### config.mk
export PLATFORM = sky130hd
export DESIGN_NAME = decode_flat
export DESIGN_NICKNAME = d
export VERILOG_FILES = /design/src/rtl/decode_pkg.sv /design/src/rtl/decode_if.sv /design/src/rtl/decode_comb.sv /design/src/rtl/decode.sv /design/src/flat_wrapper.sv
export SDC_FILE = /design/constraint.sdc
export NUM_CORES = 1
export LEC_CHECK = 0
export BUFFER_PORTS_ARGS = -buffer_cell sky130_fd_sc_hd__buf_2
export CAP_MARGIN = 15
export CORE_AREA = 2 2 148 150
export CTS_CLUSTER_SIZE = 40
export DETAILED_ROUTE_END_ITERATION = 7
export DIE_AREA = 0 0 150 152
export SLEW_MARGIN = 15
export SYNTH_ARGS = -nofsm -noshare
export SYNTH_HDL_FRONTEND = slang
export SYNTH_SLANG_ARGS = --single-unit
### constraint.sdc
create_clock -name clk -period 3.3 [get_ports clk]
set_clock_uncertainty 0.1 [all_clocks]
set_input_delay 0.66 -clock clk [delete_from_list [all_inputs] [get_ports clk]]
set_output_delay 0.66 -clock clk [all_outputs]
set_load 0.005 [all_outputs]
### src/rtl/decode_pkg.sv
// Shared CPU constants for the decode stage: ALU op codes, major opcodes,
// the decoded-result record and small decode helpers (package cpu_consts).
package cpu_consts;

  typedef enum logic [3:0] {
    OP_ADD  = 4'd0,
    OP_SUB  = 4'd1,
    OP_SLL  = 4'd2,
    OP_SLT  = 4'd3,
    OP_SLTU = 4'd4,
    OP_XOR  = 4'd5,
    OP_SRL  = 4'd6,
    OP_SRA  = 4'd7,
    OP_OR   = 4'd8,
    OP_AND  = 4'd9
  } op_e;

  localparam logic [6:0] OPC_OP     = 7'b0110011;
  localparam logic [6:0] OPC_OP_IMM = 7'b0010011;
  localparam logic [6:0] OPC_LUI    = 7'b0110111;
  localparam logic [6:0] OPC_AUIPC  = 7'b0010111;

  typedef struct packed {
    logic [63:0] opr_a;
    logic [63:0] opr_b;
    op_e         op_sel;
    logic [4:0]  rd_addr;
    logic        rd_wen;
    logic        illegal;
  } dec_res_t;

  // Neutral result: what reset and illegal instructions leave behind
  localparam dec_res_t DEC_RES_IDLE = '{
    opr_a:   '0,
    opr_b:   '0,
    op_sel:  OP_ADD,
    rd_addr: '0,
    rd_wen:  1'b0,
    illegal: 1'b0
  };

  function automatic logic [63:0] sext12(input logic [11:0] v);
    return {{52{v[11]}}, v};
  endfunction

  // funct3 -> ALU op; alt selects SUB/SRA variants
  function automatic op_e alu_op(input logic [2:0] f3, input logic alt);
    case (f3)
      3'd0:    return alt ? OP_SUB : OP_ADD;
      3'd1:    return OP_SLL;
      3'd2:    return OP_SLT;
      3'd3:    return OP_SLTU;
      3'd4:    return OP_XOR;
      3'd5:    return alt ? OP_SRA : OP_SRL;
      3'd6:    return OP_OR;
      default: return OP_AND;
    endcase
  endfunction

endpackage

### src/rtl/decode_if.sv
// Handshake and operand bus of the decode stage. The slave modport is the
// decode block; the master modport is the fetch/regfile/execute side.
interface decode_if;
  logic        in_valid_i;
  logic        in_ready_o;
  logic [31:0] instr_i;
  logic [63:0] pc_i;
  logic [4:0]  rs1_addr_o;
  logic [4:0]  rs2_addr_o;
  logic [63:0] rs1_data_i;
  logic [63:0] rs2_data_i;
  logic        out_valid_o;
  logic        out_ready_i;
  logic [63:0] opr_a_o;
  logic [63:0] opr_b_o;
  logic [3:0]  op_sel_o;
  logic [4:0]  rd_addr_o;
  logic        rd_wen_o;
  logic        illegal_o;

  modport slave (
    input  in_valid_i, instr_i, pc_i, rs1_data_i, rs2_data_i, out_ready_i,
    output in_ready_o, rs1_addr_o, rs2_addr_o, out_valid_o,
           opr_a_o, opr_b_o, op_sel_o, rd_addr_o, rd_wen_o, illegal_o
  );

  modport master (
    output in_valid_i, instr_i, pc_i, rs1_data_i, rs2_data_i, out_ready_i,
    input  in_ready_o, rs1_addr_o, rs2_addr_o, out_valid_o,
           opr_a_o, opr_b_o, op_sel_o, rd_addr_o, rd_wen_o, illegal_o
  );
endinterface

### src/rtl/decode_comb.sv
// Pure combinational RV64I decode of OP, OP-IMM, LUI and AUIPC into the
// ALU operand/op record. Anything else is reported illegal with a neutral
// result so it can travel down the pipe harmlessly.
module decode_comb
  import cpu_consts::*;
(
  input  logic [31:0] instr,
  input  logic [63:0] pc,
  input  logic [63:0] rs1_data,
  input  logic [63:0] rs2_data,
  output dec_res_t    res
);

  logic [6:0] opc;
  logic [2:0] f3;
  logic [6:0] f7;
  logic [5:0] f6;
  logic       legal;
  dec_res_t   raw;

  assign opc = instr[6:0];
  assign f3  = instr[14:12];
  assign f7  = instr[31:25];
  assign f6  = instr[31:26];

  // Field decode and legality check per major opcode
  always_comb begin
    raw   = DEC_RES_IDLE;
    legal = 1'b0;
    case (opc)
      OPC_OP: begin
        raw.opr_a = rs1_data;
        raw.opr_b = rs2_data;
        if (f7 == 7'b0000000) begin
          legal      = 1'b1;
          raw.op_sel = alu_op(f3, 1'b0);
        end else if (f7 == 7'b0100000 && (f3 == 3'd0 || f3 == 3'd5)) begin
          legal      = 1'b1;
          raw.op_sel = alu_op(f3, 1'b1);
        end
      end
      OPC_OP_IMM: begin
        raw.opr_a = rs1_data;
        raw.opr_b = sext12(instr[31:20]);
        if (f3 == 3'd1 || f3 == 3'd5) begin
          // RV64 shifts: 6-bit shamt, funct6 picks logical/arithmetic
          raw.opr_b = {58'd0, instr[25:20]};
          if (f6 == 6'b000000) begin
            legal      = 1'b1;
            raw.op_sel = alu_op(f3, 1'b0);
          end else if (f6 == 6'b010000 && f3 == 3'd5) begin
            legal      = 1'b1;
            raw.op_sel = OP_SRA;
          end
        end else begin
          legal      = 1'b1;
          raw.op_sel = alu_op(f3, 1'b0);
        end
      end
      OPC_LUI: begin
        legal     = 1'b1;
        raw.opr_a = '0;
        raw.opr_b = {{32{instr[31]}}, instr[31:12], 12'h000};
      end
      OPC_AUIPC: begin
        legal     = 1'b1;
        raw.opr_a = pc;
        raw.opr_b = {{32{instr[31]}}, instr[31:12], 12'h000};
      end
      default: legal = 1'b0;
    endcase
    if (instr[1:0] != 2'b11) legal = 1'b0;
  end

  // Attach destination or collapse to the neutral illegal result
  always_comb begin
    res = raw;
    if (legal) begin
      res.rd_addr = instr[11:7];
      res.rd_wen  = (instr[11:7] != 5'd0);
      res.illegal = 1'b0;
    end else begin
      res         = DEC_RES_IDLE;
      res.illegal = 1'b1;
    end
  end

endmodule

### src/rtl/decode.sv
// Decode stage: handshake and result storage around decode_comb.
// Build option DECODE_SKID_EN: 2-entry skid buffer with a registered
// in_ready_o; otherwise a single output register with combinational ready.
module decode
  import cpu_consts::*;
(
  input logic    clk,
  input logic    resetn,
  decode_if.slave bus
);

  dec_res_t dec_res;
  dec_res_t out_q;
  logic     out_valid_q;
  logic     in_ready;
  logic     accept;
  logic     pop;

  decode_comb u_comb (
    .instr    (bus.instr_i),
    .pc       (bus.pc_i),
    .rs1_data (bus.rs1_data_i),
    .rs2_data (bus.rs2_data_i),
    .res      (dec_res)
  );

  assign bus.rs1_addr_o = bus.instr_i[19:15];
  assign bus.rs2_addr_o = bus.instr_i[24:20];

  assign accept = bus.in_valid_i & in_ready;
  assign pop    = out_valid_q & bus.out_ready_i;

`ifdef DECODE_SKID_EN
  dec_res_t skid_q;
  logic     skid_valid_q;
  logic     in_ready_q;

  assign in_ready = in_ready_q;

  // Head/skid storage; ready is precomputed from next-cycle skid occupancy,
  // and since ready implies an empty skid, accept never meets a full skid
  always_ff @(posedge clk) begin
    if (!resetn) begin
      out_valid_q  <= 1'b0;
      skid_valid_q <= 1'b0;
      in_ready_q   <= 1'b0;
      out_q        <= DEC_RES_IDLE;
      skid_q       <= DEC_RES_IDLE;
    end else begin
      in_ready_q <= ~skid_valid_q;
      case ({accept, pop})
        2'b11: out_q <= dec_res;
        2'b10: begin
          if (out_valid_q) begin
            skid_q       <= dec_res;
            skid_valid_q <= 1'b1;
            in_ready_q   <= 1'b0;
          end else begin
            out_q       <= dec_res;
            out_valid_q <= 1'b1;
          end
        end
        2'b01: begin
          if (skid_valid_q) begin
            out_q        <= skid_q;
            skid_valid_q <= 1'b0;
            in_ready_q   <= 1'b1;
          end else begin
            out_valid_q <= 1'b0;
          end
        end
        default: ;
      endcase
    end
  end
`else
  logic rst_done_q;

  assign in_ready = rst_done_q & (~out_valid_q | bus.out_ready_i);

  // Single output register, refilled in the same cycle it drains
  always_ff @(posedge clk) begin
    if (!resetn) begin
      rst_done_q  <= 1'b0;
      out_valid_q <= 1'b0;
      out_q       <= DEC_RES_IDLE;
    end else begin
      rst_done_q <= 1'b1;
      if (accept) begin
        out_q       <= dec_res;
        out_valid_q <= 1'b1;
      end else if (pop) begin
        out_valid_q <= 1'b0;
      end
    end
  end
`endif

  assign bus.in_ready_o  = in_ready;
  assign bus.out_valid_o = out_valid_q;
  assign bus.opr_a_o     = out_q.opr_a;
  assign bus.opr_b_o     = out_q.opr_b;
  assign bus.op_sel_o    = out_q.op_sel;
  assign bus.rd_addr_o   = out_q.rd_addr;
  assign bus.rd_wen_o    = out_q.rd_wen;
  assign bus.illegal_o   = out_q.illegal;

endmodule

### src/flat_wrapper.sv
// flat-port wrapper written by rule: the top's interface ports become plain ports
module decode_flat import cpu_consts::*;
  (clk, resetn, bus_in_valid_i, bus_instr_i, bus_pc_i, bus_rs1_data_i, bus_rs2_data_i, bus_out_ready_i, bus_in_ready_o, bus_rs1_addr_o, bus_rs2_addr_o, bus_out_valid_o, bus_opr_a_o, bus_opr_b_o, bus_op_sel_o, bus_rd_addr_o, bus_rd_wen_o, bus_illegal_o);
  decode_if bus_i ();
  input logic clk;
  input logic resetn;
  input wire logic [$bits(bus_i.in_valid_i)-1:0] bus_in_valid_i;
  input wire logic [$bits(bus_i.instr_i)-1:0] bus_instr_i;
  input wire logic [$bits(bus_i.pc_i)-1:0] bus_pc_i;
  input wire logic [$bits(bus_i.rs1_data_i)-1:0] bus_rs1_data_i;
  input wire logic [$bits(bus_i.rs2_data_i)-1:0] bus_rs2_data_i;
  input wire logic [$bits(bus_i.out_ready_i)-1:0] bus_out_ready_i;
  output wire logic [$bits(bus_i.in_ready_o)-1:0] bus_in_ready_o;
  output wire logic [$bits(bus_i.rs1_addr_o)-1:0] bus_rs1_addr_o;
  output wire logic [$bits(bus_i.rs2_addr_o)-1:0] bus_rs2_addr_o;
  output wire logic [$bits(bus_i.out_valid_o)-1:0] bus_out_valid_o;
  output wire logic [$bits(bus_i.opr_a_o)-1:0] bus_opr_a_o;
  output wire logic [$bits(bus_i.opr_b_o)-1:0] bus_opr_b_o;
  output wire logic [$bits(bus_i.op_sel_o)-1:0] bus_op_sel_o;
  output wire logic [$bits(bus_i.rd_addr_o)-1:0] bus_rd_addr_o;
  output wire logic [$bits(bus_i.rd_wen_o)-1:0] bus_rd_wen_o;
  output wire logic [$bits(bus_i.illegal_o)-1:0] bus_illegal_o;
  assign bus_i.in_valid_i = bus_in_valid_i;
  assign bus_i.instr_i = bus_instr_i;
  assign bus_i.pc_i = bus_pc_i;
  assign bus_i.rs1_data_i = bus_rs1_data_i;
  assign bus_i.rs2_data_i = bus_rs2_data_i;
  assign bus_i.out_ready_i = bus_out_ready_i;
  assign bus_in_ready_o = bus_i.in_ready_o;
  assign bus_rs1_addr_o = bus_i.rs1_addr_o;
  assign bus_rs2_addr_o = bus_i.rs2_addr_o;
  assign bus_out_valid_o = bus_i.out_valid_o;
  assign bus_opr_a_o = bus_i.opr_a_o;
  assign bus_opr_b_o = bus_i.opr_b_o;
  assign bus_op_sel_o = bus_i.op_sel_o;
  assign bus_rd_addr_o = bus_i.rd_addr_o;
  assign bus_rd_wen_o = bus_i.rd_wen_o;
  assign bus_illegal_o = bus_i.illegal_o;
  decode u_core (.clk(clk), .resetn(resetn), .bus(bus_i));
endmodule
# Word-level counts from Yosys, hierarchy flattened
# Index checks and enable logic that the tools add are counted.
# classes
eq_ne	13
n_bitwise	5
mux	22
n_reduce_logical	10
# ops
op	n
128-bit case mux with 4 select lines	1
132-bit 2-to-1 mux	1
64-bit 2-to-1 mux	1
4-bit case mux with 7 select lines	2
7-bit by 6-bit equality test with 1-bit output (second input constant)	3
4-bit 2-to-1 mux	4
7-bit by 5-bit equality test with 1-bit output (second input constant)	2
3-bit equality test (second input constant)	3
1-bit 2-to-1 mux	9
4-bit case mux with 2 select lines	1
7-bit logical NOT	1
7-bit 2-to-1 mux	1
3-bit by 2-bit equality test with 1-bit output (second input constant)	2
6-bit by 5-bit equality test with 1-bit output (second input constant)	1
6-bit logical NOT	1
5-bit nonzero test	1
1-bit bitwise AND	3
3-bit by 1-bit equality test with 1-bit output (second input constant)	1
3-bit logical NOT	1
3-bit 2-to-1 mux	1
1-bit case mux with 3 select lines	1
1-bit logical AND	2
1-bit logical OR	2
2-bit != test (second input constant)	1
other kinds (4)	4
# totals
out_inout_bits	151
regBits	141
wordCells	58
inputBits	228

# Longest topological paths before layout
# depth
depth_word	8
depth_mapped	8
depth_no_buf	5

# Cells and area by module
# From an unflattened synthesis, not the netlist that was laid out.
# hier_totals
cells_unflattened	1043
area_unflattened_um2	9451.6
# modules_own_cells
mod	instances	area_per_inst_um2	seq_area_each_um2	cells_per_inst
decode	1	5680.4	2822.7	620
decode_comb	1	3771.1	0.0	423

# Worst setup path after synthesis
# OpenSTA, ideal clock, no wires.
# synth_timing
path_type	input port to flip-flop
startpoint	input bus_instr_i[26]
endpoint	register u_core.out_q (netlist bit u_core.bus.opr_b_o[12])
cell_stages	7
path_buffers	2
setup_ns	0.059
arrival_ns	2.622
slack_ns	0.520
required_ns	3.141
path_cell_list	or4_4 > o31a_1 > or3_1 > buf_2 > a311oi_4 > buf_6 > a22o_1
# synth_between
elab_chain_len	8
elab_cells_between_ends	14
cone_classes	eq/ne (2); mux (8); reduce/logical (4)
# synth_rtl
item	line	source
start: declaration	flat_wrapper.sv:8	input wire logic [$bits(bus_i.instr_i)-1:0] bus_instr_i;
6-bit by 5-bit equality test with 1-bit output	decode_comb.sv:51	end else if (f6 == 6'b010000 && f3 == 3'd5) begin
1-bit logical AND	decode_comb.sv:51	
1-bit 2-to-1 mux	decode_comb.sv:51	
1-bit 2-to-1 mux	decode_comb.sv:48	if (f6 == 6'b000000) begin
1-bit 2-to-1 mux	decode_comb.sv:45	if (f3 == 3'd1 || f3 == 3'd5) begin
1-bit case mux with 3 select lines *	decode_comb.sv:30	case (opc)
1-bit 2-to-1 mux *	decode_comb.sv:72	if (instr[1:0] != 2'b11) legal = 1'b0;
132-bit 2-to-1 mux *	decode_comb.sv:78	if (legal) begin
end signal: assignment	decode.sv:90	out_q <= dec_res;
end: declaration	decode.sv:13	dec_res_t out_q;
# Mark *: on every way between the ends. The rest lies on a longest branch, timed or not.
# A chain may end at the register's enable or synchronous reset.

# Worst setup path after layout
# layout_timing
startpoint	input bus_instr_i[26]
endpoint	register u_core.out_q (netlist bit u_core.bus.opr_b_o[18])
# Same word-level chain as after synthesis.

==> flow_metrics.env <==
export IMPL_cellLeakagePower_nw=4.21
export IMPL_cp_start_kind="primary input"
export IMPL_ir_worst_vdd_uv=274
export IMPL_routabilityCongestion=0.789
export IMPL_io_pins=379
export IMPL_setup_violations=0
export IMPL_setup_tns_ns=0
export IMPL_synth_seq_area_share_pct=48.2
export IMPL_die_w_um=150
export IMPL_dieArea_sq_um=22800
export IMPL_critical_path_max_stage_delay_ns=0.57
export IMPL_async_flop_share_pct=0
export IMPL_synth_seq_cells=141
export IMPL_final_antenna_net_count=0
export IMPL_drt_initial_drc_count=349
export IMPL_portBuffers=378
export IMPL_layout_min_cycle_time_ns=2.58
export IMPL_hold_class="reg2reg"
export IMPL_drc_errors=0
export IMPL_cts_root_buf="clkbuf_16"
export IMPL_synth_area_leaders="dfxtp_1, a22oi_1, a22o_1"
export IMPL_powerDensity_nw_per_um2=473
export IMPL_min_period_over_period_pct=78.2
export IMPL_floorplan_initialDensity_pct=27.4
export IMPL_postCtsSetupBuffers=0
export IMPL_row_count=54
export IMPL_die_h_um=152
export IMPL_synthFlopType="dfxtp_1"
export IMPL_crit_path_cell_trace="buf_2, or4_4, o31a_1, or3_1, a311oi_4, buf_4, a22o_1"
export IMPL_synth_top_area_share_pct=48.2
export IMPL_critical_path_required_ns=3.55
export IMPL_crit_slowest_cell="or4_4"
export IMPL_highest_layer="met4"
export IMPL_synth_edff_count=0
export IMPL_cts_hold_buf=0
export IMPL_cts_tree="done"
export IMPL_viasPerCell=4.86
export IMPL_status="complete, no violations"
export IMPL_grt_max_degree=72
export IMPL_path_clk_slew_ns=0.06
export IMPL_post_dp_hpwl_mm=14.7
export IMPL_wl_per_cell_um=15.7
export IMPL_worst_hold_slack_ns=0.345
export IMPL_synth_top_family_by_area="compound AO/OA/AOI/OAI gates"
export IMPL_route_met3_wl_mm=1.62
export IMPL_critPathKind="in2reg"
export IMPL_core_area_sq_um=21400
export IMPL_cp_max_fo=18
export IMPL_synth_xor_area_share_pct=0.299
export IMPL_overflow=0
export IMPL_synth_fp_nets=880
export IMPL_clock_fmax_mhz=388
export IMPL_max_cap_violations=0
export IMPL_synth_fa_ha_area_share_pct=0
export IMPL_fillers=2201
export IMPL_synth_largest_area_cell="dfxtp_1"
export IMPL_cts_max_level=4
export IMPL_cts_sinks=141
export IMPL_gr_usage_all_layers_pct=17.4
export IMPL_power_mw=4.09
export IMPL_hold_viol=0
export IMPL_r2r_slack_ns=1.11
export IMPL_place_inst=1256
export IMPL_grt_pass1_wl_mm=31.6
export IMPL_synth_compound_area_share_pct=32.6
export IMPL_synth_cells=652
export IMPL_yosys_warnings=0
export IMPL_syn_cell_area_sq_um=5850
export IMPL_via_count=6279
export IMPL_antenna_found_initial=4
export IMPL_slew_headroom_pct=28.5
export IMPL_rsz0062_at_grt="false"
export IMPL_avgSynthCellArea_sq_um=8.98
export IMPL_dr_pass1_iters=5
export IMPL_synthToLayoutAreaGrowth_pct=47.7
export IMPL_yosysUniqueCellTypes=44
export IMPL_cts_buffer_depth=2
export IMPL_muxShareOfSynthArea_pct=1.15
export IMPL_cts_resized=0
export IMPL_wl_mm=20.3
export IMPL_clock_latency_ns=0.40
export IMPL_routed_wl_met2_mm=9.77
export IMPL_synthSimpleGateAreaFrac_pct=12.1
export IMPL_first_global_vias=5951
export IMPL_tightestPinTransition_ns=1.07
export IMPL_fin_nets=1223
export IMPL_numCtsBuffers=17
export IMPL_setup_worst_path_end_class="flip-flop"
export IMPL_wl_met1_mm=8.59
export IMPL_drive_gt1_share_pct=43.9
export IMPL_arrival_ns=2.83
export IMPL_fin_cells=1291
export IMPL_maxSlewViolCount=0
## final cells by class
cell class	count	area (sq um)	share of cell area, %
antenna	3	7.51	0.0868
clock buffer	20	437	5.05
clock inverter	12	188	2.17
inverter	4	15.0	0.174
multi-input combinational	436	2770	32.0
sequential	141	2820	32.7
tap	280	350	4.05
timing repair buffer	395	2060	23.8
## cell families after synthesis
kind of cell,Yosys count
AO/OA/AOI/OAI,267
AND/OR/NAND/NOR,161
XOR/XNOR,2
flip-flops,141
buffers and inverters,75
multiplexers,6
## power breakdown
part	internal [mW]	switching [mW]	total [mW]
Sequential	1.72	0.00624	1.72
Combinational	0.154	0.164	0.319
Clock	1.28	0.772	2.05
## path summary, 6_finish.rpt
check,start,endpoint,depth (start not counted)
hold / removal,u_core.bus.opr_a_o[18],u_core.bus.opr_a_o[18],2
hold reg to reg,u_core.bus.opr_a_o[18],u_core.bus.opr_a_o[18],2
setup / recovery,bus_instr_i[26],u_core.bus.opr_b_o[18],7
setup reg to reg,u_core.bus.out_valid_o,u_core.bus.opr_a_o[61],6
## flip-flops by register name (all words and copies together) (netlist names)
name,cells
u_core.bus.illegal_o,1
u_core.bus.op_sel_o,4
u_core.bus.opr_a_o,64
u_core.bus.opr_b_o,64
u_core.bus.out_valid_o,1
u_core.bus.rd_addr_o,5
u_core.bus.rd_wen_o,1
u_core.rst_done_q,1
## stage by stage
step                setup WS, ns  cell area [sq um]  util, %
floorplan                  0.520               5850        -
detailed placement         0.309               8010     37.5
global placement           0.327               8010     37.5
global route               0.590               8640     40.5
CTS                        0.737               8640     40.5
finish                     0.720               8640     40.5
## worst max-delay path: cells and delay by family
family / cells / cell delay (ns)
simple gates: 2 / 1.04
compound gates: 3 / 0.73
buf+inv: 2 / 0.40
## cells in the final DEF, fill, tap and decap left out, types with 3 or more instances in the layout
| master | n |
|---|---|
| a21oi_1 | 9 |
| nand2_1 | 89 |
| buf_2 | 378 |
| nand4_1 | 3 |
| a221o_1 | 4 |
| o21ai_0 | 74 |
| clkinv_4 | 4 |
| mux2_2 | 6 |
| clkbuf_1 | 3 |
| diode_2 | 3 |
| inv_1 | 4 |
| buf_12 | 3 |
| a21boi_0 | 3 |
| a221oi_1 | 15 |
| a22o_1 | 46 |
| nor2_1 | 23 |
| a22oi_1 | 70 |
| nor3_1 | 19 |
| nand2b_1 | 6 |
| a21o_1 | 34 |
| bufinv_16 | 4 |
| nand3_1 | 3 |
| dfxtp_1 | 141 |
| buf_4 | 14 |
| clkbuf_16 | 17 |
## Yosys cell counts, types with 3 or more instances
cell type / n
nor3_1: 21
nand2_1: 89
nor2_1: 24
a21o_1: 34
buf_2: 3
a21oi_1: 9
buf_4: 10
a22o_1: 46
clkbuf_1: 57
inv_1: 4
nand2b_1: 6
nand3_1: 3
nand4_1: 3
and3_1: 3
a21boi_0: 3
a221oi_1: 15
o21ai_0: 74
a221o_1: 4
a22oi_1: 70
mux2_2: 6
dfxtp_1: 141
## routing by layer
metal	up-vias	global-route usage, %
met5	-	0
met4	0	5.57
met3	24	5.62
met2	286	28.9
met1	2876	21.3
li1	3093	-
(Power assumes the default switching activity.)
